File: src/rtl/gayle_pkg.sv
// Shared types and constants for the Gayle IDE data-transfer controller.
// Latency: n/a (types and constants only).
// Backpressure: n/a.
package gayle_pkg;

    // Transfer sequencer states
    typedef enum logic [1:0] {
        ST_IDLE     = 2'd0,
        ST_HPS_XFER = 2'd1,
        ST_CPU_XFER = 2'd2,
        ST_DONE     = 2'd3
    } xfer_state_t;

    // Default 16-bit words per sector
    localparam int GAYLE_SECTOR_WORDS = 256;

    // Largest sector count a single command can request (count byte 0)
    localparam int GAYLE_MAX_SECTORS = 256;

    // Map the 8-bit task-file sector count onto 1..256; zero means the maximum
    function automatic logic [8:0] count_to_sectors(input logic [7:0] cnt);
        logic [8:0] sectors;
        if (cnt == 8'd0) begin
            sectors = 9'(GAYLE_MAX_SECTORS);
        end else begin
            sectors = {1'b0, cnt};
        end
        return sectors;
    endfunction

endpackage

File: src/rtl/gayle_xfer_cnt.sv
// Word-within-sector counter with terminal-count flag for the transfer controller.
// Latency: tc is combinational from the count register; count updates on the next clock.
// Backpressure: none; inc is only raised by the parent on an accepted beat.
module gayle_xfer_cnt
    import gayle_pkg::*;
#(
    parameter int SECTOR_WORDS = GAYLE_SECTOR_WORDS
) (
    input  logic clk,
    input  logic reset,
    input  logic inc,
    input  logic clr,
    output logic tc
);

    localparam int W = (SECTOR_WORDS > 1) ? $clog2(SECTOR_WORDS) : 1;
    localparam logic [W-1:0] LAST = W'(SECTOR_WORDS - 1);

    logic [W-1:0] cnt_q;
    logic [W-1:0] cnt_d;

    // Terminal count: the beat arriving now is the last word of the sector
    assign tc = (cnt_q == LAST);

    // Clear wins over increment; the terminal beat wraps back to zero
    always_comb begin
        cnt_d = cnt_q;
        if (clr) begin
            cnt_d = '0;
        end else if (inc) begin
            if (tc) begin
                cnt_d = '0;
            end else begin
                cnt_d = cnt_q + 1'b1;
            end
        end
    end

    // Count register
    always_ff @(posedge clk or posedge reset) begin
        if (reset) begin
            cnt_q <= '0;
        end else begin
            cnt_q <= cnt_d;
        end
    end

endmodule

File: src/rtl/gayle_xfer_ctrl.sv
// Sequences sector transfers between the CPU data register and the HPS through a shared FIFO.
// Latency: FIFO strobes are zero-latency copies of accepted beats; state/status outputs are registered (1 clock).
// Backpressure: drq / hps_req grant one side at a time; strobes from the side not granted are dropped.
// Optional build macro GAYLE_XFER_IRQ_EN adds the per-sector irq pulse; otherwise irq is tied low.
module gayle_xfer_ctrl
    import gayle_pkg::*;
#(
    parameter int SECTOR_WORDS = GAYLE_SECTOR_WORDS
) (
    input  logic       clk,
    input  logic       reset,
    input  logic       clk7_en,
    input  logic       cmd_start,
    input  logic       cmd_dir,
    input  logic [7:0] cmd_count,
    input  logic       abort,
    input  logic       cpu_rd,
    input  logic       cpu_wr,
    input  logic       hps_rd,
    input  logic       hps_wr,
    output logic       fifo_rd,
    output logic       fifo_wr,
    output logic       fifo_fast_rd,
    output logic       fifo_fast_wr,
    output logic       fifo_flush,
    output logic       drq,
    output logic       hps_req,
    output logic       busy,
    output logic       done,
    output logic       irq,
    output logic [8:0] sectors_left
);

    xfer_state_t state_q, state_d;
    logic        dir_q, dir_d;
    logic [8:0]  sl_q, sl_d;
    logic        drq_q, drq_d;
    logic        hps_req_q, hps_req_d;
    logic        busy_q, busy_d;
    logic        done_q, done_d;
    logic        flush_q, flush_d;

    logic        cpu_beat;
    logic        hps_beat;
    logic        any_beat;
    logic        cnt_clr;
    logic        cnt_tc;
    logic        sector_end;
    logic        last_sector;

    // Accepted beats: only the granted side, in the latched direction, and never during abort
    always_comb begin
        cpu_beat = (state_q == ST_CPU_XFER) & clk7_en & (dir_q ? cpu_rd : cpu_wr) & ~abort;
        hps_beat = (state_q == ST_HPS_XFER) & (dir_q ? hps_wr : hps_rd) & ~abort;
    end

    assign any_beat     = cpu_beat | hps_beat;
    assign sector_end   = any_beat & cnt_tc;
    assign last_sector  = (sl_q == 9'd1);

    // Disk read: HPS fills via fast_wr, CPU drains via rd. Disk write: CPU fills via wr, HPS drains via fast_rd.
    assign fifo_rd      = cpu_beat & dir_q;
    assign fifo_wr      = cpu_beat & ~dir_q;
    assign fifo_fast_wr = hps_beat & dir_q;
    assign fifo_fast_rd = hps_beat & ~dir_q;

    gayle_xfer_cnt #(
        .SECTOR_WORDS (SECTOR_WORDS)
    ) u_cnt (
        .clk   (clk),
        .reset (reset),
        .inc   (any_beat),
        .clr   (cnt_clr),
        .tc    (cnt_tc)
    );

    // Next-state logic; abort overrides every other event including a start or a final beat
    always_comb begin
        state_d = state_q;
        dir_d   = dir_q;
        sl_d    = sl_q;
        cnt_clr = 1'b0;
        flush_d = 1'b0;
        if (abort) begin
            state_d = ST_IDLE;
            sl_d    = 9'd0;
            cnt_clr = 1'b1;
            flush_d = 1'b1;
        end else begin
            case (state_q)
                ST_IDLE: begin
                    if (cmd_start) begin
                        dir_d   = cmd_dir;
                        sl_d    = count_to_sectors(cmd_count);
                        cnt_clr = 1'b1;
                        state_d = cmd_dir ? ST_HPS_XFER : ST_CPU_XFER;
                    end
                end
                ST_HPS_XFER: begin
                    if (sector_end) begin
                        if (dir_q) begin
                            // HPS has filled a sector; hand it to the CPU
                            state_d = ST_CPU_XFER;
                        end else if (last_sector) begin
                            state_d = ST_DONE;
                        end else begin
                            // HPS drained a sector; CPU fills the next one
                            state_d = ST_CPU_XFER;
                            sl_d    = sl_q - 9'd1;
                        end
                    end
                end
                ST_CPU_XFER: begin
                    if (sector_end) begin
                        if (!dir_q) begin
                            // CPU has filled a sector; HPS writes it to disk
                            state_d = ST_HPS_XFER;
                        end else if (last_sector) begin
                            state_d = ST_DONE;
                        end else begin
                            // CPU drained a sector; HPS fetches the next one
                            state_d = ST_HPS_XFER;
                            sl_d    = sl_q - 9'd1;
                        end
                    end
                end
                ST_DONE: begin
                    state_d = ST_IDLE;
                end
                default: begin
                    state_d = ST_IDLE;
                end
            endcase
        end
    end

    // Status outputs are decodes of the next state so they appear registered alongside it
    always_comb begin
        drq_d     = (state_d == ST_CPU_XFER);
        hps_req_d = (state_d == ST_HPS_XFER);
        busy_d    = (state_d != ST_IDLE);
        done_d    = (state_d == ST_DONE);
    end

    // State and status registers; reset abandons any transfer silently
    always_ff @(posedge clk or posedge reset) begin
        if (reset) begin
            state_q   <= ST_IDLE;
            dir_q     <= 1'b0;
            sl_q      <= 9'd0;
            drq_q     <= 1'b0;
            hps_req_q <= 1'b0;
            busy_q    <= 1'b0;
            done_q    <= 1'b0;
            flush_q   <= 1'b0;
        end else begin
            state_q   <= state_d;
            dir_q     <= dir_d;
            sl_q      <= sl_d;
            drq_q     <= drq_d;
            hps_req_q <= hps_req_d;
            busy_q    <= busy_d;
            done_q    <= done_d;
            flush_q   <= flush_d;
        end
    end

    assign drq          = drq_q;
    assign hps_req      = hps_req_q;
    assign busy         = busy_q;
    assign done         = done_q;
    assign fifo_flush   = flush_q;
    assign sectors_left = sl_q;

`ifdef GAYLE_XFER_IRQ_EN
    logic irq_q, irq_d;

    // Interrupt on every fresh entry into CPU_XFER and on entry into DONE
    always_comb begin
        irq_d = ((state_d == ST_CPU_XFER) && (state_q != ST_CPU_XFER)) ||
                ((state_d == ST_DONE) && (state_q != ST_DONE));
    end

    // Interrupt pulse register
    always_ff @(posedge clk or posedge reset) begin
        if (reset) begin
            irq_q <= 1'b0;
        end else begin
            irq_q <= irq_d;
        end
    end

    assign irq = irq_q;
`else
    assign irq = 1'b0;
`endif

endmodule

File: config.mk
export PLATFORM = sky130hd
export DESIGN_NAME = gayle_xfer_ctrl
export DESIGN_NICKNAME = d
export VERILOG_FILES = /design/src/rtl/gayle_pkg.sv /design/src/rtl/gayle_xfer_cnt.sv /design/src/rtl/gayle_xfer_ctrl.sv
export SDC_FILE = /design/constraint.sdc
export NUM_CORES = 1
export LEC_CHECK = 0
export ABC_CLOCK_PERIOD_IN_PS = 6170
export BUFFER_PORTS_ARGS = -buffer_cell sky130_fd_sc_hd__buf_2
export CORE_AREA = 2 2 64 66
export CTS_CLUSTER_DIAMETER = 30
export CTS_CLUSTER_SIZE = 28
export DETAILED_ROUTE_END_ITERATION = 8
export DIE_AREA = 0 0 66 68
export GPL_TIMING_DRIVEN = 0
export PLACE_DENSITY = 0.71
export SYNTH_ARGS = -nofsm -noshare
export SYNTH_HDL_FRONTEND = slang
export SYNTH_SLANG_ARGS = --single-unit
File: constraint.sdc
create_clock -name clk -period 6.17 [get_ports clk]
set_clock_uncertainty 0.2 [all_clocks]
set_input_delay 1.234 -clock clk [delete_from_list [all_inputs] [get_ports clk]]
set_output_delay 1.234 -clock clk [all_outputs]
set_load 0.05 [all_outputs]
==> Word level (Yosys, flattened, before mapping) <==
Index checks and enable logic that the tools add are counted.
{ "word_totals": {"regBits": 25, "inputBits": 18, "output_inout_bits": 19, "word_cells": 72} }
{ "classes": {"n_addsub": 2, "eq_ne": 13, "mux": 28, "n_bitwise": 13, "reduce_logical": 7} }
{ "op_table": {"columns": ["operator", "count"], "rows": [
  ["9-bit two-way mux", 8],
  ["9-bit case mux with 3 select lines", 1],
  ["8-bit two-way mux", 3],
  ["3-bit inequality test, second input constant", 5],
  ["2-bit two-way mux", 7],
  ["1-bit bitwise AND", 10],
  ["9-bit by 1-bit equality test with 1-bit output, second input constant", 1],
  ["9-bit by 1-bit subtractor with 9-bit output, second input constant", 1],
  ["8-bit by 1-bit adder with 8-bit output, second input constant", 1],
  ["2-bit equality test, second input constant", 4],
  ["8-bit equality test, second input constant", 1],
  ["8-bit logical NOT", 1],
  ["1-bit two-way mux", 8],
  ["2-bit case mux with 4 select lines", 1],
  ["6-bit AND reduction", 1],
  ["2-bit by 1-bit equality test with 1-bit output, second input constant", 2],
  ["2-bit nonzero test", 2],
  ["4-bit nonzero test", 1],
  ["3-bit AND reduction", 1],
  ["2-bit logical NOT", 1],
  ["1-bit inverter", 2],
  ["1-bit bitwise OR", 1]
]} }

==> Longest topological paths before layout <==
{ "logic_depth": {"depth_word": 10, "mapped_depth": 9, "ltp_nobuf": 7} }

==> Cells and area by module <==
From an unflattened synthesis, not the netlist that was laid out.
{ "unflattened": {"cells_unflattened": 189, "hier_area_um2": 1672.9} }
{ "by_module_without_submodules": {"columns": ["module", "instances", "cells_each", "area_each_um2", "seq_area_each_um2"], "rows": [
  ["gayle_xfer_ctrl", 1, 143, 1229.9, 425.4],
  ["gayle_xfer_cnt", 1, 46, 442.9, 200.2]
]} }

==> Worst setup path after synthesis <==
OpenSTA, ideal clock, no wires.
{ "synth_path": {"kind": "input-to-output", "from": "input abort", "to": "output fifo_wr", "t_arrival_ns": 2.665, "required_time_ns": 4.736, "setup_slack_ns": 2.071, "path_stages": 2, "n_path_buf": 0, "path_cell_list": "nand3b_2 nor3b_1"} }
{ "synth_between": {"elab_chain_cells": 3} }
{ "synth_lines": {"columns": ["item", "line_no", "source"], "rows": [
  ["start, declared", "gayle_xfer_ctrl.sv:16", "input logic abort,"],
  ["1-bit inverter (no line)", null, null],
  ["1-bit bitwise AND", "gayle_xfer_ctrl.sv:53", "cpu_beat = (state_q == ST_CPU_XFER) & clk7_en & (dir_q ? cpu_rd : cpu_wr) & ~abort;"],
  ["1-bit bitwise AND", "gayle_xfer_ctrl.sv:63", "assign fifo_wr = cpu_beat & ~dir_q;"],
  ["end, declared", "gayle_xfer_ctrl.sv:22", "output logic fifo_wr,"]
]} }
No other way between the ends.

==> Final worst setup path <==
Ends and elaborated chain as after synthesis.

==> summary.md <==
| Metric | Value |
|---|---|
| RSZ-0062 raised after global routing | false |
| Slowest CP cell | buf_2 |
| Largest net degree at the start of global routing | 26 |
| Die height | 68 µm |
| Leak pwr | 0.966 nW |
| YS warnings | 0 |
| Total number of vias | 1587 |
| Number of setup buffers added after CTS | 0 |
| Metal3 WL | 174 µm |
| Fin Setup TNS | 0 ps |
| Worst-Margin Slew | a little under 1000 ps |
| ANT cells | 0 |
| Critical path capture point type | output pin |
| Clk root buf | clkbuf_8 |
| Maxcap violations | 0 |
| Status | finished, final reports clean |
| Synthesis-stage register bit count | 25 |
| Cell Pwr Density | 317 nW/µm² |
| Pwr Total | approximately 0.66 mW |
| Hold bufs inserted after CTS | 0 |
| Final wirelength | 4100 µm |
| Path type of the worst min-delay path | flop to flop |
| Antenna violations before repair | 0 |
| Die Wd | 66 µm |
| Crit path kind | input port to output pin |
| Synth Cell Area | ~1800 µm² |
| Row count | 23 |
| Layout cells sized above 1 | between 20% and 30% |
| Avg Vias per Cell | ~5.5 |
| Final Core Density | 54.2% |
| Synth cell count leaders | dfrtp_1 (25), nor2_1 (19), nand2_1 (10), nand3_1 (10), inv_1 (9) |
| Clock slew at reported path FFs | approximately 100 ps |
| Global-route wire length before repair | slightly below 7000 µm |
| Area grow syn2layout | 15.9% |
| Cells along the critical path | buf_2 > nand3b_2 > nor3b_1 > buf_2 |
| Async SR Flop Fraction | 100% |
| Area contributors post-synth | dfrtp_1 (35%), ha_1 (4.2%), nor2_1 (4.0%) |
| Worst hold slack | about 360 ps |
| Routability cong. | 0.846 |
| Core region area | 3860 µm² |
| Startpoint Class | input port |
| Largest register FFs | 9 |
| CTS tree | built |
| Post-synthesis cell type count | 51 |
| Max-slew violations | 0 |
| Peak Freq | ~280 MHz |
| Tmin final | 3570 ps |
| CP max FO | 5 |
| Ports | 37 |
| # setup viols final | 0 |
| Design area | 2090 µm² |
| Vias in the first global route | between 1500 and 2000 |
| Fin. Hold Viols | 0 |
| Drt first pass iters | 4 |
| Wl on met1 | 1940 µm |
| Initial DRC count | 98 |
| Main synth FF type | dfrtp_1 |
| Syn Inst Count | 198 |
| Placed cell area | 2040 µm² |
| Initial Util | 46.8% |
| Met2 wire len | 1960 µm |
| Gr ovfl total | 0 |
| Crit-path max cell delay | around 300 ps |
| CP arrival | 2140 ps |
| DRT antenna net count | 0 |
| Crit path top cell by count | buf_2 |
| Global-route usage over all layers | 19.5% |
| Worst slew margin | 34.4% |
| Synth Net Count | 222 |
| Clk Latency, worst-skew pair | 270 ps |
| PnR worst setup slack | roughly 2600 ps |
| Post-Syn Area per Cell | 9.11 µm² |
| Post-Layout Cell Count | 287 |
| Wirelength per Cell | ~14 µm |
| Seq/Total Area, Yosys | 34.7% |
| Synth top area share | 34.7% |
| Resized cells post-CTS | 0 |
| Top Metal Used | met4 |
| HPWL Detailed | 3030 µm |
| CP required | 4740 ps |
| # H-tree levels | 1 |
| Pre-CTS setup slack | 2620 ps |
| Drc violations | 0 |
| Maximum vdd drop | 0.000168 V |
| Cell taking the most area after synthesis | dfrtp_1 |
| CTS buffer count | 3 |
| Post-placement cell count | around 280 |
| Final Cycle Share | 57.9% |
| Die ar. | between 4000 and 5000 µm² |
| Final nets | 262 |
| Most common cell in the netlist | dfrtp_1 |
| Clock Sinks | 25 |
| EDFF count, synth | 0 |
| Port buffer count | 35 |
| Clock tree buffer depth | 2 |
## routing by layer
metal  GRT usage [%]  up-vias
met1            26.0      747
met5               0        -
met3            2.14        4
li1                -      796
met4            4.34        0
met2            34.2       40
## layout make-up
class                   instances  area (µm²)
plain buffers                  10        58.8
clock buffers                   3        41.3
clock inverters                 1        7.51
fillers                       399        1770
inverters                       9        33.8
multi-input cells             154        1080
flip-flops and latches         25         626
well taps                      50        62.6
repair buffers                 35         175
## power by group
group	switching [mW]	total, mW	internal, mW	leakage (nW)
logic	0.224	0.344	0.120	0.606
clock network	0.0583	0.104	0.0458	0.0217
registers	0.0292	0.215	0.186	0.338
## cells in the final DEF (no fill, tap or decap), types with 2 or more instances in the layout
cell type   n
buf_4       3
nand2b_1    8
ha_1        6
nor3b_1     4
dfrtp_1    25
nand3b_1    3
nand2_1    10
a21o_1      5
o21ai_0     4
a31o_2      2
xor2_1      5
nor2_1     19
a21oi_1     7
mux2i_1     7
or2_2       3
clkbuf_8    3
and2_1      4
a211oi_1    4
o31ai_1     7
a21boi_0    3
or3_1       3
nor2b_1     4
nor4_1      2
a31oi_1     7
clkbuf_1    4
buf_2      37
nand3_1    10
inv_1       9
nand4_1     5
## worst max-delay path: cells and delay by family
kind	cells	cell delay, ps
buf+inv	2	430
simple gates	2	480
## worst paths after layout
kind                       slack (ps)  cells after the start               to      startpoint
min                               360                      2   u_cnt.cnt_q[6]  u_cnt.cnt_q[6]
min in group asynchronous         970                      2             done           reset
min reg2reg                       360                      2   u_cnt.cnt_q[6]  u_cnt.cnt_q[6]
max reg2reg                      3820                      8  sectors_left[5]      state_q[1]
max                              2600                      4          fifo_wr           abort
max in group asynchronous        4200                      2  sectors_left[2]           reset
## kinds of logic (layout without fill, tap and decap cells)
group | count (synthesis) | after routing | share of synthesized area, %
other | 1 | 1 | 0.208
and+or+nand+nor | 85 | 85 | 27.9
buffers and inverters | 19 | 58 | 5.13
DFF | 25 | 25 | 34.7
AOI/OAI and AO/OA | 48 | 48 | 20.5
adders and majority gates | 6 | 6 | 4.16
muxes | 8 | 8 | 4.51
xor gates and xnor gates | 6 | 6 | 2.91
No activity file was read; power rests on OpenSTA's default activity.
